**config.mk**
```make
export PLATFORM = sky130hd
export DESIGN_NAME = content_grad_update_flat
export DESIGN_NICKNAME = d
export VERILOG_FILES = /design/src/rtl/fpg_pix_pkg.sv /design/src/rtl/content_grad_update_if.sv /design/src/rtl/grad_lane.sv /design/src/rtl/content_grad_update.sv /design/src/flat_wrapper.sv
export SDC_FILE = /design/constraint.sdc
export NUM_CORES = 2
export LEC_CHECK = 0
export ABC_AREA = 1
export CORE_MARGIN = 8
export CORE_UTILIZATION = 40
export DETAILED_ROUTE_END_ITERATION = 12
export GPL_TIMING_DRIVEN = 0
export PLACE_DENSITY_LB_ADDON = 0.1
export SYNTH_ARGS = -nofsm -noshare
export SYNTH_HDL_FRONTEND = slang
export SYNTH_SLANG_ARGS = --single-unit
```
**constraint.sdc**
```tcl
create_clock -name clk -period 7.8 [get_ports clk]
set_input_delay 1.17 -clock clk [delete_from_list [all_inputs] [get_ports clk]]
set_output_delay 1.17 -clock clk [all_outputs]
set_load 0.01 [all_outputs]
```
**src/rtl/fpg_pix_pkg.sv**
```systemverilog
// Shared pixel types and the unsigned 16-bit saturation helper used by the
// content-loss forward and backward blocks.
package fpg_pix_pkg;

    typedef logic [15:0]        pixel_t;
    typedef logic signed [16:0] diff_t;

    localparam pixel_t PIX_MAX = 16'hFFFF;

    // Per-lane contents of the first pipeline stage.
    typedef struct packed {
        diff_t       d;
        logic [31:0] sq;
        pixel_t      gen;
    } s1_lane_t;

    function automatic pixel_t sat_u16(input logic signed [18:0] v);
        if (v < 19'sd0)
            return '0;
        else if (v > 19'sd65535)
            return PIX_MAX;
        else
            return v[15:0];
    endfunction

endpackage

```
**src/rtl/content_grad_update_if.sv**
```systemverilog
// Stream bundle for content_grad_update: input pixel pairs, updated pixel
// output and the per-frame loss report.
interface content_grad_update_if #(
    parameter int unsigned LANES = 4,
    parameter int unsigned ACC_W = 48
);
    logic                 in_valid;
    logic                 in_ready;
    logic                 in_last;
    logic [LANES*16-1:0]  content_pixels;
    logic [LANES*16-1:0]  generated_pixels;
    logic                 out_valid;
    logic                 out_ready;
    logic                 out_last;
    logic [LANES*16-1:0]  out_pixels;
    logic                 loss_valid;
    logic [ACC_W-1:0]     loss_out;

    modport master (
        output in_valid, in_last, content_pixels, generated_pixels, out_ready,
        input  in_ready, out_valid, out_last, out_pixels, loss_valid, loss_out
    );

    modport slave (
        input  in_valid, in_last, content_pixels, generated_pixels, out_ready,
        output in_ready, out_valid, out_last, out_pixels, loss_valid, loss_out
    );
endinterface

```
**src/rtl/grad_lane.sv**
```systemverilog
// Combinational per-lane math: diff and square from the live inputs, updated
// pixel from the stage-1 registered diff and generated pixel.
module grad_lane
    import fpg_pix_pkg::*;
#(
    parameter int unsigned LR_SHIFT = 3
) (
    input  pixel_t      gen,
    input  pixel_t      content,
    output diff_t       d,
    output logic [31:0] sq,
    input  diff_t       d_q,
    input  pixel_t      gen_q,
    output pixel_t      new_pix
);
    logic [15:0]        mag;
    logic signed [17:0] twice;
    logic signed [17:0] step;
    logic signed [18:0] upd;

    always_comb begin
        d     = $signed({1'b0, gen}) - $signed({1'b0, content});
        // |d| never exceeds 65535, so the square fits 32 bits unsigned.
        mag   = d[16] ? 16'(-d) : 16'(d);
        sq    = 32'(mag) * 32'(mag);
        twice = {d_q, 1'b0};
        step  = twice >>> LR_SHIFT;
        upd   = $signed({3'b000, gen_q}) - $signed({step[17], step});
        new_pix = sat_u16(upd);
    end
endmodule

```
**src/rtl/content_grad_update.sv**
```systemverilog
// Content-loss backward stage: two-stage pixel update pipeline with a global
// stall and a per-frame saturating squared-error accumulator.
module content_grad_update
    import fpg_pix_pkg::*;
#(
    parameter int unsigned LANES    = 4,
    parameter int unsigned LR_SHIFT = 3,
    parameter int unsigned ACC_W    = 48
) (
    input  logic               clk,
    input  logic               reset,
    content_grad_update_if.slave bus
);
    localparam int unsigned BS_W = 32 + $clog2(LANES);

    pixel_t      lane_gen [LANES];
    pixel_t      lane_con [LANES];
    diff_t       lane_d   [LANES];
    logic [31:0] lane_sq  [LANES];
    pixel_t      lane_new [LANES];

    s1_lane_t            s1_lane_q [LANES];
    s1_lane_t            s1_lane_d [LANES];
    logic                s1_valid_q, s1_valid_d;
    logic                s1_last_q,  s1_last_d;
    logic                s2_valid_q, s2_valid_d;
    logic                s2_last_q,  s2_last_d;
    logic [LANES*16-1:0] s2_pix_q,   s2_pix_d;
    logic [ACC_W-1:0]    acc_q,      acc_d;
    logic [ACC_W-1:0]    loss_out_q, loss_out_d;
    logic                loss_valid_q, loss_valid_d;

    logic                advance;
    logic [BS_W-1:0]     beat_sum;
    logic [ACC_W:0]      acc_sum;
    logic [ACC_W-1:0]    acc_sat;

    for (genvar i = 0; i < LANES; i++) begin : g_lane
        assign lane_gen[i] = bus.generated_pixels[16*i +: 16];
        assign lane_con[i] = bus.content_pixels[16*i +: 16];

        grad_lane #(.LR_SHIFT(LR_SHIFT)) u_lane (
            .gen     (lane_gen[i]),
            .content (lane_con[i]),
            .d       (lane_d[i]),
            .sq      (lane_sq[i]),
            .d_q     (s1_lane_q[i].d),
            .gen_q   (s1_lane_q[i].gen),
            .new_pix (lane_new[i])
        );
    end

    always_comb begin
        advance  = !s2_valid_q || bus.out_ready;

        beat_sum = '0;
        for (int unsigned i = 0; i < LANES; i++)
            beat_sum = beat_sum + BS_W'(s1_lane_q[i].sq);
        acc_sum = {1'b0, acc_q} + (ACC_W+1)'(beat_sum);
        acc_sat = acc_sum[ACC_W] ? '1 : acc_sum[ACC_W-1:0];

        s1_lane_d    = s1_lane_q;
        s1_valid_d   = s1_valid_q;
        s1_last_d    = s1_last_q;
        s2_valid_d   = s2_valid_q;
        s2_last_d    = s2_last_q;
        s2_pix_d     = s2_pix_q;
        acc_d        = acc_q;
        loss_out_d   = loss_out_q;
        loss_valid_d = 1'b0;

        if (advance) begin
            s1_valid_d = bus.in_valid;
            s1_last_d  = bus.in_valid && bus.in_last;
            if (bus.in_valid)
                for (int unsigned i = 0; i < LANES; i++)
                    s1_lane_d[i] = '{d: lane_d[i], sq: lane_sq[i], gen: lane_gen[i]};

            s2_valid_d = s1_valid_q;
            s2_last_d  = s1_last_q;
            // beat_sum is consumed by acc/loss_out on the S1->S2 edge itself,
            // so it needs no separate S2 copy.
            if (s1_valid_q) begin
                for (int unsigned i = 0; i < LANES; i++)
                    s2_pix_d[16*i +: 16] = lane_new[i];
                if (s1_last_q) begin
                    loss_out_d   = acc_sat;
                    loss_valid_d = 1'b1;
                    acc_d        = '0;
                end else begin
                    acc_d = acc_sat;
                end
            end
        end
    end

    always_ff @(posedge clk) begin
        if (reset) begin
            for (int unsigned i = 0; i < LANES; i++)
                s1_lane_q[i] <= '0;
            s1_valid_q   <= 1'b0;
            s1_last_q    <= 1'b0;
            s2_valid_q   <= 1'b0;
            s2_last_q    <= 1'b0;
            s2_pix_q     <= '0;
            acc_q        <= '0;
            loss_out_q   <= '0;
            loss_valid_q <= 1'b0;
        end else begin
            s1_lane_q    <= s1_lane_d;
            s1_valid_q   <= s1_valid_d;
            s1_last_q    <= s1_last_d;
            s2_valid_q   <= s2_valid_d;
            s2_last_q    <= s2_last_d;
            s2_pix_q     <= s2_pix_d;
            acc_q        <= acc_d;
            loss_out_q   <= loss_out_d;
            loss_valid_q <= loss_valid_d;
        end
    end

    assign bus.in_ready   = advance;
    assign bus.out_valid  = s2_valid_q;
    assign bus.out_last   = s2_last_q;
    assign bus.out_pixels = s2_pix_q;
    assign bus.loss_valid = loss_valid_q;
    assign bus.loss_out   = loss_out_q;
endmodule

```
**src/flat_wrapper.sv**
```systemverilog
// flat-port wrapper written by rule: the top's interface ports become plain ports
module content_grad_update_flat import fpg_pix_pkg::*;
#(
    parameter int unsigned LANES    = 4,
    parameter int unsigned LR_SHIFT = 3,
    parameter int unsigned ACC_W    = 48
)
  (clk, reset, bus_in_valid, bus_in_last, bus_content_pixels, bus_generated_pixels, bus_out_ready, bus_in_ready, bus_out_valid, bus_out_last, bus_out_pixels, bus_loss_valid, bus_loss_out);
  content_grad_update_if #(.LANES(LANES), .ACC_W(ACC_W)) bus_i ();
  input  logic clk;
  input  logic reset;
  input wire logic [$bits(bus_i.in_valid)-1:0] bus_in_valid;
  input wire logic [$bits(bus_i.in_last)-1:0] bus_in_last;
  input wire logic [$bits(bus_i.content_pixels)-1:0] bus_content_pixels;
  input wire logic [$bits(bus_i.generated_pixels)-1:0] bus_generated_pixels;
  input wire logic [$bits(bus_i.out_ready)-1:0] bus_out_ready;
  output wire logic [$bits(bus_i.in_ready)-1:0] bus_in_ready;
  output wire logic [$bits(bus_i.out_valid)-1:0] bus_out_valid;
  output wire logic [$bits(bus_i.out_last)-1:0] bus_out_last;
  output wire logic [$bits(bus_i.out_pixels)-1:0] bus_out_pixels;
  output wire logic [$bits(bus_i.loss_valid)-1:0] bus_loss_valid;
  output wire logic [$bits(bus_i.loss_out)-1:0] bus_loss_out;
  assign bus_i.in_valid = bus_in_valid;
  assign bus_i.in_last = bus_in_last;
  assign bus_i.content_pixels = bus_content_pixels;
  assign bus_i.generated_pixels = bus_generated_pixels;
  assign bus_i.out_ready = bus_out_ready;
  assign bus_in_ready = bus_i.in_ready;
  assign bus_out_valid = bus_i.out_valid;
  assign bus_out_last = bus_i.out_last;
  assign bus_out_pixels = bus_i.out_pixels;
  assign bus_loss_valid = bus_i.loss_valid;
  assign bus_loss_out = bus_i.loss_out;
  content_grad_update #(.LANES(LANES), .LR_SHIFT(LR_SHIFT), .ACC_W(ACC_W)) u_core (.clk(clk), .reset(reset), .bus(bus_i));
endmodule
```
Word level (Yosys, flattened, before mapping)
Index checks and enable logic that the tools add are counted. W data, S select, Z words.

Logic and storage cells: 72. Bits in registers: 425. Input port bits: 133. Output and inout port bits: 116.

$add $sub $neg: 16. Multiplexer cells: 15. Multipliers: 4. $lt $le $gt $ge: 8. Reduce and logical (&&, ||, !) cells: 7. Bitwise operators: 2.

Operator list (count): $mux W16 (12); $mul A16 B16 Y32 (4); $mux W48 (2); $gt A18 B17 Y1 const B (4); $lt A18 B1 Y1 const B (4); $sub A17 B15 Y18 (4); $add A34 B32 Y34 (2); $sub A16 B16 Y17 (4); $neg A16 Y16 (4); $add A48 B34 Y49 (1); $add A32 B32 Y33 (1); $reduce_and A2 Y1 (2); $reduce_and A3 Y1 (1); $reduce_or A3 Y1 (1); $not A1 Y1 (2); $logic_and A1 B1 Y1 (1); $logic_not A1 Y1 (1); $logic_or A1 B1 Y1 (1); $mux W1 (1).

Depth between registers and ports, before layout
Depth in word-level cells: 6. Depth in mapped cells: 46. Depth with buffers taken out: 46.

Hierarchy
From an unflattened synthesis, not the netlist that was laid out.

Cells, all modules: 8324. Area total of the unflattened synthesis: 60234.0 um^2.

By module, submodules not included: content_grad_update (instances 1, area an instance 21246.6 um^2, cells each 2957); grad_lane (u_core.g_lane[0].u_lane) (instances 1, area an instance 9887.0 um^2, cells each 1343); grad_lane (u_core.g_lane[3].u_lane) (instances 1, area an instance 9793.1 um^2, cells each 1367); grad_lane (u_core.g_lane[2].u_lane) (instances 1, area an instance 9710.6 um^2, cells each 1345); grad_lane (u_core.g_lane[1].u_lane) (instances 1, area an instance 9596.7 um^2, cells each 1312).

Worst setup path before layout
OpenSTA, ideal clock, no wires.

Path type: input port to flip-flop. Start: input port bus_generated_pixels[48]. End: register u_core.s1_lane_q[42] (netlist bit). Arrival: 8.216 ns. Data required time: 7.744 ns. Path buffers: 2. Path slack: -0.473 ns. Setup time: 0.056 ns. Cell stages on the path: 41. Cells stage by stage: inv_1 ha_1 inv_1 fa_1 nand2_1 nand2_1 nand3_1 nand2_1 nand4_1 nand2_1 nand2_1 nand2_1 a21oi_4 inv_2 or2_1 xor2_2 inv_2 buf_4 [... 5 more ...] fa_1 fa_1 fa_1 fa_1 ha_1 clkbuf_1 a21oi_1 inv_1 a31oi_1 a21boi_0 inv_1 a21oi_1 o21ai_0 nand2_1 inv_1 o21ai_0 nand2_1 inv_1.

Cells in the longest elaborated chain, start to end: 4.

RTL lines: start, declared (line flat_wrapper.sv:15) `input wire logic [$bits(bus_i.generated_pixels)-1:0] bus_generated_pixels;`; $sub A16 B16 Y17 * (line grad_lane.sv:22) `d = $signed({1'b0, gen}) - $signed({1'b0, content});`; $neg A16 Y16 (line grad_lane.sv:24) `mag = d[16] ? 16'(-d) : 16'(d);`; $mux W16 * (line grad_lane.sv:24); $mul A16 B16 Y32 * (line grad_lane.sv:25) `sq = 32'(mag) * 32'(mag);`; end signal, assigned (line content_grad_update.sv:110) `s1_lane_q <= s1_lane_d;`; end, declared (line content_grad_update.sv:22) `s1_lane_t s1_lane_q [LANES];`.

Mark *: on every way between the ends. The rest lies on a longest branch, timed or not. A chain may end at the register's enable or synchronous reset.

Worst setup path after layout
Start: input port bus_generated_pixels[16]. End: register u_core.s1_lane_q[176] (netlist bit).

Same word-level chain as after synthesis.

==> out/metrics.csv <==
stage,metric,value,unit
run_status,result of the run,finished with violations,
run_status,violated checks,"max-capacitance violations, max-slew violations, negative setup slack",
logic_synthesis,synthesized cell area,0.0592,sq mm
cts,clk sink count,413,
finish,share of final-layout standard cells stronger than drive strength 1,0.220,
sta,accumulated negative setup slack,-3.39,ns
logic_synthesis,most area-consuming cells after synthesis,"sky130_fd_sc_hd__fa_1 23%, sky130_fd_sc_hd__dfxtp_1 14%, sky130_fd_sc_hd__ha_1 13%, sky130_fd_sc_hd__inv_1 12%, sky130_fd_sc_hd__nand2_1 8.4%",
worst_setup_path,largest delay contributor family on the critical path,adder cells,
logic_synthesis,commonest register cell after synthesis,sky130_fd_sc_hd__dfxtp_1,
routing,vias per cell,5.04,
sta,final clock period utilization by the worst path,1.04,
worst_setup_path,required time of the critical path,8.31,ns
sta,final critical-path setup slack,-0.291,ns
cts,Clock H-tree levels,2,
routing,number of iterations in the first detailed-routing pass,6,
placement,count of buffers from port buffering,247,
grt,total track usage,0.249,
sta,relative slew slack,-0.0895,
sta,Final Hold Viols,0,
worst_hold_path,class of the worst hold path,flop to flop,
placement,pre-CTS setup slack,-2.39,ns
logic_synthesis,most used standard cells in the synthesized netlist,"1,876 x sky130_fd_sc_hd__inv_1, 1,317 x sky130_fd_sc_hd__nand2_1, 843 x sky130_fd_sc_hd__nor2_1",
worst_setup_path,CP startpoint kind,input pin,
worst_setup_path,startpoint-to-endpoint class of the critical path,input pin to flop,
routing,Initial DRC Count,3232,
logic_synthesis,number of library cell types mapped by synthesis,64,
grt,leftover overflow at the end of global routing,0,
logic_synthesis,"flops & latches, synth",413,
sta,number of slew-limit violations in the final report,11,
worst_setup_path,largest fanout of any net on the critical path,8,
worst_setup_path,endpoint type of the worst setup path,flop,
logic_synthesis,"Avg Cell Area, Syn",7.22,sq um
finish,number of nets at the end of the flow,10481,
grt,vias in the first global route,55508,
floorplan,starting utilization of the core area,0.402,
logic_synthesis,Mapped Cells,8192,
grt,largest net degree at the start of global routing,14,
routing,total vias in the final route,55544,
cts,TritonCTS clock tree,yes,
cts,root buffer cell,sky130_fd_sc_hd__clkbuf_16,
sta,final period demand of the worst path,8.09,ns
cts,clock latency on the worst-skew pair,0.62,ns
worst_setup_path,arrival time at the worst endpoint,8.60,ns
floorplan,Die Span Y,401,um
sta,setup repair after global routing missed its margin,yes,
routing,WL/cell,19.0,um
floorplan,Die ar.,0.160,sq mm
finish,layout filler cell count,14182,
worst_setup_path,cell type of the slowest stage on the worst timing path,sky130_fd_sc_hd__fa_2,
sta,Max Clock Freq,124,MHz
cts,"Hold-fix buffers, CTS",0,
logic_synthesis,number of synthesized flops with an enable pin,0,
grt,number of antenna violations at the first check in global routing,8,
placement,HPWL Detailed,167000,um
cts,number of buffers between clock root and the deepest sink,3,
floorplan,Die W,401,um
sta,final setup violation count,30,
placement,final weighted congestion in routability-driven placement,0.942,
routing,Routed Antenna Nets,0,
worst_setup_path,Buf/Inv on CP,12,
finish,synthesis-to-layout area growth,30.1,%
job,number of maximum-capacitance constraint violations,1,
floorplan,CORE AREA,0.147,sq mm
floorplan,total number of placement rows,141,
cts,"Clk pin slew, worst setup/hold paths",0.06,ns
logic_synthesis,number of warnings printed during yosys synthesis,0,
logic_synthesis,sequential fraction of the synthesis area,0.140,
logic_synthesis,most common cell in the netlist,sky130_fd_sc_hd__inv_1,
routing,final WL,209000,um
sta,Least-Margin Pin Slew,1.63,ns
routing,Residual DRC,0,
sta,worst hold-check slack,0.463,ns
logic_synthesis,Post-synth ARST share,0,
worst_setup_path,"slowest stage delay, CP",0.59,ns
floorplan,I/O pin cnt,249,
grt,first-pass GRT wire length,317000,um
sta,skew final,0.0158,ns
logic_synthesis,cell taking the most area after synthesis,sky130_fd_sc_hd__fa_1,
cts,total CTS buffers,49,
logic_synthesis,top-area cell type share of the netlist area,0.234,
## stage by stage
stage	instances	area (sq um)	utilization
after floorplan	8193	60100	-
after global placement	10370	65000	0.441
after detailed placement	10370	65000	0.441
after CTS	10825	72600	0.493
after global routing	11008	76900	0.522
final	11010	76900	0.522
## state kept, by name (all words and copies together), names as in the netlist
register / cells
u_core.s1_last_q: 1
u_core.bus.out_pixels: 64
u_core.s1_valid_q: 1
u_core.bus.loss_out: 48
u_core.bus.loss_valid: 1
u_core.bus.out_last: 1
u_core.acc_q: 48
u_core.s1_lane_q: 248
u_core.bus.out_valid: 1
## worst register-to-register path, delay by kind of cell, from the launching register on
family / cells / cell delay, ns
AO/OA/AOI/OAI: 16 / 3.37
XOR/XNOR: 2 / 0.57
adder cells (fa/ha/maj): 4 / 1.55
buffers and inverters: 5 / 0.38
flip-flops: 1 / 0.56
AND/OR/NAND/NOR: 6 / 0.73
## layer usage
metal | share of wire | global-route usage
met5 | 0 | 0
met1 | 0.44 | 0.331
met3 | 0.046 | 0.0257
met4 | 0.033 | 0.0706
met2 | 0.48 | 0.428
## cells in the final DEF, fill, tap and decap left out, types with 40 or more instances in the layout
master / instances
sky130_fd_sc_hd__a21oi_1: 512
sky130_fd_sc_hd__a21oi_2: 75
sky130_fd_sc_hd__buf_6: 85
sky130_fd_sc_hd__nor2_4: 102
sky130_fd_sc_hd__nand2_4: 74
sky130_fd_sc_hd__nand4_1: 47
sky130_fd_sc_hd__fa_2: 46
sky130_fd_sc_hd__nand2_2: 197
sky130_fd_sc_hd__dfxtp_1: 412
sky130_fd_sc_hd__a21oi_4: 40
sky130_fd_sc_hd__o21ai_1: 66
sky130_fd_sc_hd__nor2_2: 93
sky130_fd_sc_hd__nand3_1: 246
sky130_fd_sc_hd__o21ai_0: 376
sky130_fd_sc_hd__clkbuf_1: 135
sky130_fd_sc_hd__nor2_1: 696
sky130_fd_sc_hd__xnor2_1: 87
sky130_fd_sc_hd__clkbuf_16: 52
sky130_fd_sc_hd__ha_4: 120
sky130_fd_sc_hd__buf_4: 467
sky130_fd_sc_hd__fa_1: 644
sky130_fd_sc_hd__dlygate4sd2_1: 81
sky130_fd_sc_hd__clkdlybuf4s50_1: 135
sky130_fd_sc_hd__inv_1: 1667
sky130_fd_sc_hd__xor2_1: 130
sky130_fd_sc_hd__nand2_1: 1068
sky130_fd_sc_hd__inv_2: 203
sky130_fd_sc_hd__ha_1: 489
## layout make-up
class                      instances  area [sq um]  share of cell area
antenna                            3          7.51           0.0000976
buffer                           210          1390              0.0180
clock buffer                      71          1470              0.0191
clock inverter                    20           214             0.00278
inverter                        1922          7460              0.0970
multi-input combinational       5645         48700               0.633
sequential                       413          8270               0.107
tap                             1930          2410              0.0314
timing repair buffer             795          7030              0.0913
timing repair inverter             1          7.51           0.0000976
## kinds of logic (layout without fill, tap and decap cells)
logic type / Yosys count / in the layout / synth area share
DFF: 413 / 413 / 0.140
AOI/OAI and AO/OA: 1355 / 1355 / 0.126
buffers and inverters: 2135 / 3019 / 0.139
other: 1 / 5 / 0.0000634
and+or+nand+nor: 2710 / 2710 / 0.190
adders and majority gates: 1311 / 1311 / 0.365
xor gates and xnor gates: 267 / 267 / 0.0401
## worst paths after layout
| path | from | to | slack (ns) | cells after the start |
|---|---|---|---|---|
| setup / recovery | bus_generated_pixels[16] | u_core.s1_lane_q[176] | -0.29 | 40 |
| hold / removal | u_core.s1_lane_q[65] | u_core.s1_lane_q[65] | 0.46 | 2 |
| setup reg to reg | u_core.s1_lane_q[213] | u_core.acc_q[39] | 0.45 | 33 |
| hold reg to reg | u_core.s1_lane_q[65] | u_core.s1_lane_q[65] | 0.46 | 2 |
## repair_timing
action	in CTS	in global routing
pin swaps	407	414
setup buffers	365	191
gates resized for setup	995	780
cloned	3	1
setup endpoints to repair	91	152
Power is not shown: default switching activity piles up to over one toggle a cycle in this logic, so the estimate is an artifact.
